--- src/rtl/text_mode_pkg.sv ---
// Shared text-mode geometry and the bundle types carried alongside the glyph fetch pipeline.
package text_mode_pkg;

    localparam int H_ACTIVE       = 640;
    localparam int V_ACTIVE       = 480;
    localparam int GLYPH_W        = 8;
    localparam int GLYPH_H        = 16;
    localparam int CHARS_PER_WORD = 4;
    localparam int WORDS_PER_ROW  = 20;
    localparam int VRAM_WORDS     = 600;

    typedef struct packed {
        logic       invert;
        logic [6:0] code;
    } glyph_t;

    // Everything about a pixel that must stay aligned with its VRAM read.
    typedef struct packed {
        logic [9:0] draw_x;
        logic [9:0] draw_y;
        logic       hsync;
        logic       vsync;
        logic       vde;
        logic [1:0] char_sel;
        logic [3:0] row;
        logic [2:0] px_bit;
    } sideband_t;

    // After the byte is selected, only the glyph and output-side fields travel on.
    typedef struct packed {
        glyph_t     glyph;
        logic [9:0] draw_x;
        logic [9:0] draw_y;
        logic       hsync;
        logic       vsync;
        logic       vde;
        logic [2:0] px_bit;
    } stage1_t;

    localparam sideband_t SB_RST = '{draw_x: '0, draw_y: '0, hsync: 1'b1, vsync: 1'b1,
                                     vde: 1'b0, char_sel: '0, row: '0, px_bit: '0};

    localparam stage1_t S1_RST = '{glyph: '0, draw_x: '0, draw_y: '0, hsync: 1'b1,
                                   vsync: 1'b1, vde: 1'b0, px_bit: '0};

    // Word index of a character cell; fits 10 bits for every visible cell (max 599).
    function automatic logic [9:0] cell_word_addr(input logic [5:0] cell_row,
                                                  input logic [4:0] word_col);
        return 10'(cell_row) * 10'(WORDS_PER_ROW) + 10'(word_col);
    endfunction

endpackage

--- src/rtl/pipe_delay.sv ---
// Fixed-depth register delay line for pipeline sideband; DEPTH=0 is a wire.
module pipe_delay #(
    parameter int               WIDTH   = 1,
    parameter int               DEPTH   = 1,
    parameter logic [WIDTH-1:0] RST_VAL = '0
) (
    input  logic             clk,
    input  logic             reset_n,
    input  logic [WIDTH-1:0] din,
    output logic [WIDTH-1:0] dout
);

    generate
        if (DEPTH == 0) begin : g_pass
            assign dout = din;
        end else begin : g_shift
            logic [WIDTH-1:0] stage_q [DEPTH];

            always_ff @(posedge clk) begin
                if (!reset_n) begin
                    for (int i = 0; i < DEPTH; i++) begin
                        stage_q[i] <= RST_VAL;
                    end
                end else begin
                    stage_q[0] <= din;
                    for (int i = 1; i < DEPTH; i++) begin
                        stage_q[i] <= stage_q[i-1];
                    end
                end
            end

            assign dout = stage_q[DEPTH-1];
        end
    endgenerate

endmodule

--- src/rtl/text_glyph_fetch.sv ---
// Pixel-rate VRAM -> font ROM fetch pipeline producing the fg/bg bit for each text-mode pixel.
module text_glyph_fetch
    import text_mode_pkg::*;
#(
    parameter int VRAM_LAT = 1,
    parameter int FONT_LAT = 1,
    parameter int VRAM_AW  = 10
) (
    input  logic               pixel_clk,
    input  logic               reset_n,
    input  logic [9:0]         drawX,
    input  logic [9:0]         drawY,
    input  logic               hsync_in,
    input  logic               vsync_in,
    input  logic               vde_in,
    output logic               vram_en,
    output logic [VRAM_AW-1:0] vram_addr,
    input  logic [31:0]        vram_rdata,
    output logic [10:0]        font_addr,
    input  logic [7:0]         font_data,
    output logic               pix_on,
    output logic [6:0]         glyph_code_o,
    output logic               invert_o,
    output logic [9:0]         drawX_o,
    output logic [9:0]         drawY_o,
    output logic               hsync_o,
    output logic               vsync_o,
    output logic               vde_o
);

    sideband_t  s0_in, s0_q, s0_d;
    stage1_t    s1_in, s1_q, s1_d;
    glyph_t     vram_glyph;
    logic [9:0] word_addr;
    logic       addr_ok;

    // Stage 0: issue the VRAM word read and capture the sideband.
    always_comb begin
        s0_in          = SB_RST;
        s0_in.draw_x   = drawX;
        s0_in.draw_y   = drawY;
        s0_in.hsync    = hsync_in;
        s0_in.vsync    = vsync_in;
        s0_in.vde      = vde_in;
        s0_in.char_sel = drawX[4:3];
        s0_in.row      = drawY[3:0];
        s0_in.px_bit   = drawX[2:0];
        word_addr      = cell_word_addr(drawY[9:4], drawX[9:5]);
        // Coordinates outside the visible area never reach the VRAM address bus.
        addr_ok        = vde_in && (drawX < 10'(H_ACTIVE)) && (drawY < 10'(V_ACTIVE));
    end

    always_ff @(posedge pixel_clk) begin
        if (!reset_n) begin
            vram_en   <= 1'b0;
            vram_addr <= '0;
            s0_q      <= SB_RST;
        end else begin
            vram_en   <= vde_in;
            vram_addr <= addr_ok ? VRAM_AW'(word_addr) : '0;
            s0_q      <= s0_in;
        end
    end

    pipe_delay #(
        .WIDTH   ($bits(sideband_t)),
        .DEPTH   (VRAM_LAT),
        .RST_VAL (SB_RST)
    ) u_sb_vram (
        .clk     (pixel_clk),
        .reset_n (reset_n),
        .din     (s0_q),
        .dout    (s0_d)
    );

    // Stage 1: pick the byte with the delayed char_sel, issue the font read.
    always_comb begin
        vram_glyph   = glyph_t'(vram_rdata[{s0_d.char_sel, 3'b000} +: 8]);
        s1_in        = S1_RST;
        s1_in.glyph  = vram_glyph;
        s1_in.draw_x = s0_d.draw_x;
        s1_in.draw_y = s0_d.draw_y;
        s1_in.hsync  = s0_d.hsync;
        s1_in.vsync  = s0_d.vsync;
        s1_in.vde    = s0_d.vde;
        s1_in.px_bit = s0_d.px_bit;
    end

    always_ff @(posedge pixel_clk) begin
        if (!reset_n) begin
            font_addr <= '0;
            s1_q      <= S1_RST;
        end else begin
            font_addr <= {vram_glyph.code, s0_d.row};
            s1_q      <= s1_in;
        end
    end

    pipe_delay #(
        .WIDTH   ($bits(stage1_t)),
        .DEPTH   (FONT_LAT),
        .RST_VAL (S1_RST)
    ) u_sb_font (
        .clk     (pixel_clk),
        .reset_n (reset_n),
        .din     (s1_q),
        .dout    (s1_d)
    );

    // Stage 2: font bit MSB-first, inverted by the attribute, forced off in blanking.
    always_ff @(posedge pixel_clk) begin
        if (!reset_n) begin
            pix_on       <= 1'b0;
            glyph_code_o <= '0;
            invert_o     <= 1'b0;
            drawX_o      <= '0;
            drawY_o      <= '0;
            hsync_o      <= 1'b1;
            vsync_o      <= 1'b1;
            vde_o        <= 1'b0;
        end else begin
            pix_on       <= s1_d.vde & (font_data[3'd7 - s1_d.px_bit] ^ s1_d.glyph.invert);
            glyph_code_o <= s1_d.glyph.code;
            invert_o     <= s1_d.glyph.invert;
            drawX_o      <= s1_d.draw_x;
            drawY_o      <= s1_d.draw_y;
            hsync_o      <= s1_d.hsync;
            vsync_o      <= s1_d.vsync;
            vde_o        <= s1_d.vde;
        end
    end

endmodule
--- config.mk ---
export PLATFORM = sky130hd
export DESIGN_NAME = text_glyph_fetch
export DESIGN_NICKNAME = d
export VERILOG_FILES = /design/src/rtl/text_mode_pkg.sv /design/src/rtl/pipe_delay.sv /design/src/rtl/text_glyph_fetch.sv
export SDC_FILE = /design/constraint.sdc
export NUM_CORES = 1
export LEC_CHECK = 0
export ABC_AREA = 0
export CAP_MARGIN = 5
export CORE_MARGIN = 3
export CORE_UTILIZATION = 43
export CTS_CLUSTER_DIAMETER = 80
export DETAILED_ROUTE_END_ITERATION = 16
export PLACE_DENSITY = 0.75
export REMOVE_ABC_BUFFERS = 1
export SLEW_MARGIN = 10
export SYNTH_ARGS = -nofsm -noshare
export SYNTH_HDL_FRONTEND = slang
export SYNTH_SLANG_ARGS = --single-unit
export TNS_END_PERCENT = 30
--- constraint.sdc ---
create_clock -name pixel_clk -period 2.4 [get_ports pixel_clk]
set_input_delay 0.24 -clock pixel_clk [delete_from_list [all_inputs] [get_ports pixel_clk]]
set_output_delay 0.24 -clock pixel_clk [all_outputs]
set_load 0.02 [all_outputs]
==> metrics.txt, run 1 <==
post-synthesis cell type with the largest combined area dfxtp_1; # IOs 119; Max Transition Viols Final 0; overall routing resource usage 13.8%; vias in the first global route 2835; fraction of layout cells with a size suffix above 1 10.6%; Seq cells post-synth 150; Yosys top cell area share 63.5%; number of max-cap violations 0; PwrDens 848 nW/um^2; top post-synthesis cells by area dfxtp_1, and2_1, mux4_2; count leader, synth dfxtp_1; CP startpoint kind primary input; Hold Path Class primary input to register; post-synthesis sequential area ratio 63.5%; maximum clock frequency 0.436 GHz; CP top delay family adder cells; relative max-transition margin 61.0%; initial antenna violation count 0; drt first pass iters 5; H-tree levels 4; Initial DRC Count 130; worst clock skew 0.00955 ns; via count 2913; largest family of logic cells by synthesized area simple AND/OR/NAND/NOR gates; Synth Area in Compound Gates 1.22%; Initial Util 45.0%; Max stage delay on crit path 0.47 ns; RSZ-0062 raised after global routing no; Synth Area in Simple Gates 21.6%; Post-Syn Area 4730 um^2; Crit path top cell by count ha_1; CP bufs+invs 1; Critical Path RT 2.79 ns; floorplan row count 37; pin count of the biggest net entering global routing 140; drc violations 0; Arrival @ worst endpoint 2.69 ns; worst flop-to-flop path startpoint u_sb_vram.g_shift.stage_q[0][25]$_SDFF_PN0_; Critical-path top delay cell or4b_4; routability-driven placement congestion ratio 0.872; top cells by count, synth dfxtp_1, and2_1, clkbuf_1; final hold vios 0; outcome complete, no violations; DRT antenna net count 0; final hold slack 0.282 ns; Slew @ Worst Pin 0.584 ns; Avg Inst Size Synth 12.3 um^2; clock-pin slew on the worst setup and hold paths 0.06 ns; mux cell area share after synthesis 5.29%; hold buffers post-CTS 0; Die Footprint 12300 um^2; Yosys cell types 29; clock sink count 150; nets 584; total grt overflow 0; Post-DP HPWL 5.59 mm; Critical Path Sink Type register; CP Class primary input to register; final WL 8.18 mm; core area 10500 um^2; Die W 111 um; # diodes 0; period utilization 95.7%; final-report setup violation count 0; first-pass GRT wire length 13.5 mm; Hold Startpoint reset_n; Pwr Total 5.61 mW; post-route minimum period 2.30 ns; yosys warns 0; Synth Area in Adders 3.76%; Primary FF master, synth dfxtp_1; CTS tree done; Post-synth EDFFs 0; critical-path cell list clkdlybuf4s50_1 > ha_1 > ha_1 > fa_1 > xnor2_1 > nor2_1 > or4b_4 > mux2_4; latest clock arrival within the worst-skew pair 0.50 ns; Die Height 111 um; I/O Buffers 118; ys async rst share 0%; Max Fanout on Critical Path 2; DR vias/cell 4.45; CP startpoint drawY[5]; Post-Synth XOR/XNOR Area 1.40%; Post-CTS Setup Inserts 0; DR WL/cell 12.5 um; Bufs on Longest Clock Path 2; Post-CTS Resized 0; CTS root buffer clkbuf_8; Synth Instances 385; CTS Buf Count 17; leakage 2.70 nW; synth-to-layout area growth 40.0%; VDD IR-drop max 354 uV
==> metrics by stage <==
stage | setup slack, ns | TNS [ns] | cells | util (%) | cell area [um^2]
2_1_floorplan | 0.124 | 0 | 357 | - | 4580
5_1_grt | 0.0220 | 0 | 655 | 63.0 | 6620
3_5_place_dp | -0.389 | -0.536 | 623 | 57.4 | 6030
6_report | 0.104 | 0 | 655 | 63.0 | 6620
4_1_cts | 0.154 | 0 | 655 | 63.0 | 6620
3_3_place_gp | -0.310 | -0.355 | 623 | 57.4 | 6030
==> worst min-delay path, cell delays in order <==
cell and delay (ns):
buf_4 0.14, buf_12 0.21, nand2b_1 0.12
==> flip-flops by register name, summed over array words and instances, names as in the netlist <==
register,flops
invert_o,1
drawX_o,10
u_sb_vram.g_shift.stage_q,23
u_sb_font.g_shift.stage_q,31
pix_on,1
vde_o,1
s0_q,23
glyph_code_o,7
drawY_o,10
vsync_o,1
hsync_o,1
vram_addr,10
s1_q,20
font_addr,11
==> cell type report <==
class                           instances  area, um^2
Sequential cell                       150        3000
Multi-Input combinational cell        206        1570
Timing Repair Buffer                  130        1280
Fill cell                             854        3890
Inverter                                1        3.75
Clock buffer                           20         435
Clock inverter                         12         153
Tap cell                              136         170
==> path summary, 6_finish.rpt <==
| check | cells after the start | slack, ns | end |
|---|---|---|---|
| worst max-delay path | 8 | 0.10 | vram_addr[9]$_SDFF_PN0_ |
| worst min-delay path | 3 | 0.28 | u_sb_font.g_shift.stage_q[0][5]$_SDFF_PN1_ |
| worst max register to register | 2 | 0.83 | font_addr[5]$_SDFF_PN0_ |
| worst min register to register | 1 | 0.41 | u_sb_font.g_shift.stage_q[0][4]$_SDFF_PN1_ |
==> logic make-up after synthesis <==
logic type      count (synthesis)
compound gates                 10
xor+xnor                        6
fa+ha+maj                      13
buf+inv                        29
flops                         150
mux                            12
simple gates                  165
==> placed cells by master, fill, tap and decap left out <==
cell type,synthesis,layout
nand2_1,1,1
fa_1,2,2
mux4_2,10,10
nand4_1,1,1
ha_1,11,11
and2_1,135,135
clkdlybuf4s50_1,0,117
and3b_1,1,1
clkinv_4,0,3
a21o_1,2,2
clkinvlp_4,0,1
a21oi_1,5,5
buf_4,11,12
bufinv_16,0,3
nand3_1,2,2
nor2b_1,1,1
dfxtp_1,150,150
buf_12,0,1
and3_1,4,4
nand2b_1,10,10
o21a_1,1,1
nor3_1,3,3
xor2_1,1,1
xnor3_1,1,1
inv_1,1,1
clkbuf_8,0,2
clkbuf_1,16,2
nor2_1,5,5
o21ai_0,2,2
xnor2_1,4,4
or4b_4,1,1
clkbuf_16,0,16
mux2i_1,1,1
mux2_4,1,1
clkinv_2,0,4
inv_6,0,1
or3_1,1,1
==> routing by layer <==
| metal | part of all wire [%] | global-route usage (%) |
|---|---|---|
| met5 | 0 | 0 |
| met4 | 1.4 | 4.84 |
| met3 | 7.9 | 6.44 |
| met2 | 47 | 22.8 |
| met1 | 44 | 15.8 |
==> report_power, final <==
part	switching (mW)	internal, mW
logic	0.178	0.274
clock network	0.949	1.61
registers	0.0251	2.57
Power figures use the tool's default switching activity.
==> run 2: changes to the inputs <==
--- a/config.mk
+++ b/config.mk
@@ -11,6 +11,7 @@
 export CORE_UTILIZATION = 43
 export CTS_CLUSTER_DIAMETER = 80
 export DETAILED_ROUTE_END_ITERATION = 16
+export GPL_TIMING_DRIVEN = 0
 export PLACE_DENSITY = 0.75
 export REMOVE_ABC_BUFFERS = 1
 export SLEW_MARGIN = 10
==> run 2 against run 1 <==
  * Clock skew decreased by 0.0037 ns
  * Clock power rose by 8.2%
  * Fmax up 1.8%
  * Sequential power hardly changed
  * First-iteration DRC count decreased by 30%
  * Routed wire length down 5.2%
  * Global-route usage shrank 0.13 points
  * Sequential share of layout area rose by 0.20 points
  * Die area did not move
  * Worst hold slack lost 0.18 ns
  * Final cell count down 2.0%
  * Combinational power shrank 9.5%
  * Largest power group is now clock
==> metrics.txt, run 2 (synthesized netlist as in run 1, its figures left out) <==
outcome complete, no violations; DR WL/cell 12.1 um; floorplan row count 37; PwrDens 877 nW/um^2; number of max-cap violations 0; synth-to-layout area growth 39.4%; latest clock arrival within the worst-skew pair 0.50 ns; largest registers u_sb_font.g_shift.stage_q: 31 flops, s0_q: 23 flops, u_sb_vram.g_shift.stage_q: 23 flops; pin count of the biggest net entering global routing 97; nets 573; CP Class primary input to register; CP startpoint kind primary input; # diodes 0; Pwr Total 5.78 mW; Max Transition Viols Final 0; clock sink count 150; commonest non-fill, non-tap cells in the layout dfxtp_1, and2_1, clkdlybuf4s50_1, clkbuf_16, ha_1; Initial Util 45.0%; DRT antenna net count 0; Bufs on Longest Clock Path 2; Arrival @ worst endpoint 2.65 ns; leakage 2.69 nW; fraction of layout cells with a size suffix above 1 8.50%; core area 10500 um^2; FF/Latch Area 3000 um^2; total grt overflow 0; Place WS -0.554 ns; post-route minimum period 2.25 ns; Finished Core Util 62.7%; period utilization 93.9%; area of the multi-input gates 1570 um^2; Die Height 111 um; Post-CTS Setup Inserts 0; Critical Path RT 2.80 ns; Post-DP HPWL 5.27 mm; CTS tree done; DR vias/cell 4.42; Placed Area 5960 um^2; routability-driven placement congestion ratio 0.807; Largest Register u_sb_font.g_shift.stage_q; Die Footprint 12300 um^2; initial antenna violation count 0; final hold vios 0; Die W 111 um; drt first pass iters 4; CTS root buffer clkbuf_8; Fillers 808; Slew @ Worst Pin 0.611 ns; worst clock skew 0.00582 ns; drc violations 0; final cell area excluding filler cells 6590 um^2; H-tree levels 4; final hold slack 0.101 ns; first-pass GRT wire length 13.5 mm; most common cell after layout, fill and taps aside dfxtp_1; maximum clock frequency 0.444 GHz; RSZ-0062 raised after global routing no; # IOs 119; Setup WS post-layout 0.145 ns; placed cell count 612; non-filler cells, final 642; Hold Path Class primary input to register; Initial DRC Count 91; Critical Path Sink Type register; hold buffers post-CTS 0; via count 2835; vias in the first global route 2890; VDD IR-drop max 481 uV; Setup TNS 0 ns; relative max-transition margin 59.2%; clock-pin slew on the worst setup and hold paths 0.06 ns; overall routing resource usage 13.7%; I/O Buffers 118; final-report setup violation count 0; final WL 7.75 mm; Max Fanout on Critical Path 4; max FFs per register 31; CTS Buf Count 17
-- run 2: final timing paths --
| path | depth (start not counted) | start | slack (ns) | to |
|---|---|---|---|---|
| max | 7 | drawY[6] | 0.15 | vram_addr[9]$_SDFF_PN0_ |
| min | 2 | drawY[7] | 0.10 | s0_q[19]$_SDFF_PN0_ |
| max reg2reg | 2 | u_sb_vram.g_shift.stage_q[0][25]$_SDFF_PN0_ | 0.84 | font_addr[7]$_SDFF_PN0_ |
| min reg2reg | 1 | s1_q[5]$_SDFF_PN1_ | 0.40 | u_sb_font.g_shift.stage_q[0][5]$_SDFF_PN1_ |
-- run 2: critical path, stage by stage --
cell             delay, ns
clkdlybuf4s50_1       0.48
ha_1                  0.37
fa_1                  0.59
nand2_1               0.11
nor2_1                0.09
or4b_4                0.46
mux2_4                0.31
-- run 2: final cells by class --
cell class,count,area share (%)
clock inverters,9,2.64
multi-input cells,206,23.9
clock buffers,21,6.97
well taps,136,2.58
repair buffers,119,18.3
flip-flops and latches,150,45.6
inverters,1,0.0570
-- run 2: what timing repair did --
item	4_1_cts	5_1_grt
gates resized for setup	1	1
setup endpoints to repair	1	1
hold endpoints to repair	0	0
-- run 2: per-layer routing --
layer	vias up	global-route usage, %	wire length [um]
met3	14	5.62	622
met2	106	21.8	3510
met1	1274	16.1	3460
met4	0	6.40	153
met5	-	0	0
li1	1441	-	-
-- run 2: power breakdown --
part	switching [mW]	internal, mW	leakage (nW)
Sequential	0.0255	2.57	1.23
Combinational	0.162	0.247	1.15
Clock	0.912	1.86	0.314
==> run 3: changes to the inputs <==
--- a/config.mk
+++ b/config.mk
@@ -7,7 +7,6 @@
 export LEC_CHECK = 0
 export ABC_AREA = 0
 export CAP_MARGIN = 5
-export CORE_MARGIN = 3
 export CORE_UTILIZATION = 43
 export CTS_CLUSTER_DIAMETER = 80
 export DETAILED_ROUTE_END_ITERATION = 16
==> run 3 against run 2 <==
  * Core utilization decreased by 0.37 points
  * Worst hold slack improved by 0.0018 ns
  * Non-clock buffer count unchanged
  * Sequential power about the same
  * Cell area decreased by 0.59%
  * Critical path type unchanged
  * Critical endpoint unchanged
  * Largest power group unchanged
==> metrics.txt, run 3 (synthesized netlist as in run 1, its figures left out) <==
Reg2Reg Depth 2; Bufs on Longest Clock Path 2; # diodes 0; Max Transition Viols Final 0; Hold Startpoint drawY[7]; DR WL/cell 11.9 um; Arrival @ worst endpoint 2.68 ns; DR vias/cell 4.40; final hold slack 0.103 ns; outcome complete, no violations; final hold vios 0; drc violations 0; CTS tree done; clock sink count 150; Hold Path Class primary input to register; Initial Util 45.0%; nets 573; fraction of layout cells with a size suffix above 1 9.06%; floorplan row count 37; period utilization 95.3%; clock-pin slew on the worst setup and hold paths 0.06 ns; CP startpoint kind primary input; CP Class primary input to register; hold buffers post-CTS 0; maximum clock frequency 0.437 GHz; initial antenna violation count 0; Critical Path Sink Type register; vias in the first global route 2778; Finished Core Util 62.3%; final cell area excluding filler cells 6550 um^2; worst clock skew 0.0125 ns; R2R Path End font_addr[8]$_SDFF_PN0_; H-tree levels 4; commonest non-fill, non-tap cells in the layout dfxtp_1, and2_1, clkdlybuf4s50_1, clkbuf_16, ha_1; Die Height 107 um; RSZ-0062 raised after global routing no; Die W 107 um; Min-Delay Endpoint s0_q[19]$_SDFF_PN0_; # IOs 119; via count 2836; total grt overflow 0; final-report setup violation count 0; CTS root buffer clkbuf_8; setup slack, reg-to-reg 0.79 ns; worst flop-to-flop path startpoint u_sb_vram.g_shift.stage_q[0][25]$_SDFF_PN0_; relative max-transition margin 58.3%; Min-Delay Path Depth 2; Largest Register u_sb_font.g_shift.stage_q; Slew @ Worst Pin 0.625 ns; drt first pass iters 6; core area 10500 um^2; I/O Buffers 118; VDD IR-drop max 585 uV; PwrDens 858 nW/um^2; final WL 7.68 mm; max FFs per register 31; largest registers u_sb_font.g_shift.stage_q: 31 flops, s0_q: 23 flops, u_sb_vram.g_shift.stage_q: 23 flops; non-filler cells, final 644; leakage 2.67 nW; overall routing resource usage 14.2%; pin count of the biggest net entering global routing 110; latest clock arrival within the worst-skew pair 0.51 ns; Initial DRC Count 91; placed cell count 612; synth-to-layout area growth 38.6%; Critical Path RT 2.80 ns; number of max-cap violations 0; DRT antenna net count 0; CTS Buf Count 17; post-route minimum period 2.29 ns; routability-driven placement congestion ratio 0.732; Die Footprint 11400 um^2; Max Fanout on Critical Path 4; Placed Area 5960 um^2; Post-CTS Setup Inserts 0; first-pass GRT wire length 12.4 mm; Post-DP HPWL 5.04 mm; most common cell after layout, fill and taps aside dfxtp_1
## run 3: timing repair
| item | CTS | global route |
|---|---|---|
| resized for setup | 1 | 1 |
| endpoints found under the hold margin | 0 | 0 |
| setup endpoints to repair | 1 | 1 |
## run 3: critical path, cell delays in order
cell             delay [ns]
clkdlybuf4s50_1        0.49
ha_1                   0.37
fa_1                   0.59
nand2_1                0.11
nor2_1                 0.10
or4b_4                 0.47
mux2_4                 0.31
## run 3: where the power goes
part	total (mW)	internal, mW	leakage, nW	switching [mW]
clock network	2.61	1.53	0.296	1.09
logic	0.410	0.247	1.15	0.162
registers	2.60	2.57	1.23	0.0258
## run 3: stage by stage
step | total power [mW] | TNS [ns] | worst slack, ns
final | 5.62 | 0 | 0.112
after global routing | 5.86 | 0 | 0.0977
after CTS | 5.70 | 0 | 0.0278
after detailed placement | 3.06 | -0.769 | -0.556
after global placement | 3.05 | -184.59 | -2.01
after floorplan | 2.84 | 0 | 0.124
## run 3: worst max path at each step
| stage | depth (start not counted) | slack [ns] | endpoint | start |
|---|---|---|---|---|
| floorplan | 7 | 0.12 | vram_addr[9]$_SDFF_PN0_ | drawY[5] |
| global route | 8 | 0.1 | vram_addr[9]$_SDFF_PN0_ | drawY[6] |
| detailed placement | 8 | -0.56 | vram_addr[9]$_SDFF_PN0_ | drawY[5] |
| finish | 7 | 0.11 | vram_addr[9]$_SDFF_PN0_ | drawY[6] |
| global placement | 5 | -2.01 | vram_addr[9]$_SDFF_PN0_ | reset_n |
| CTS | 8 | 0.03 | vram_addr[9]$_SDFF_PN0_ | drawY[7] |
## run 3: layout make-up
| class | instances | area, um^2 |
|---|---|---|
| Clock buffer | 17 | 414 |
| Clock inverter | 15 | 180 |
| Fill cell | 853 | 3960 |
| Inverter | 1 | 3.75 |
| Multi-Input combinational cell | 206 | 1570 |
| Sequential cell | 150 | 3000 |
| Tap cell | 136 | 170 |
| Timing Repair Buffer | 119 | 1210 |
## run 3: routing by layer
metal	wire [um]	vias up	track usage, %
li1	-	1442	-
met1	3500	1289	16.2
met2	3550	99	23.6
met3	553	6	6.32
met4	79	0	4.70
met5	0	-	0
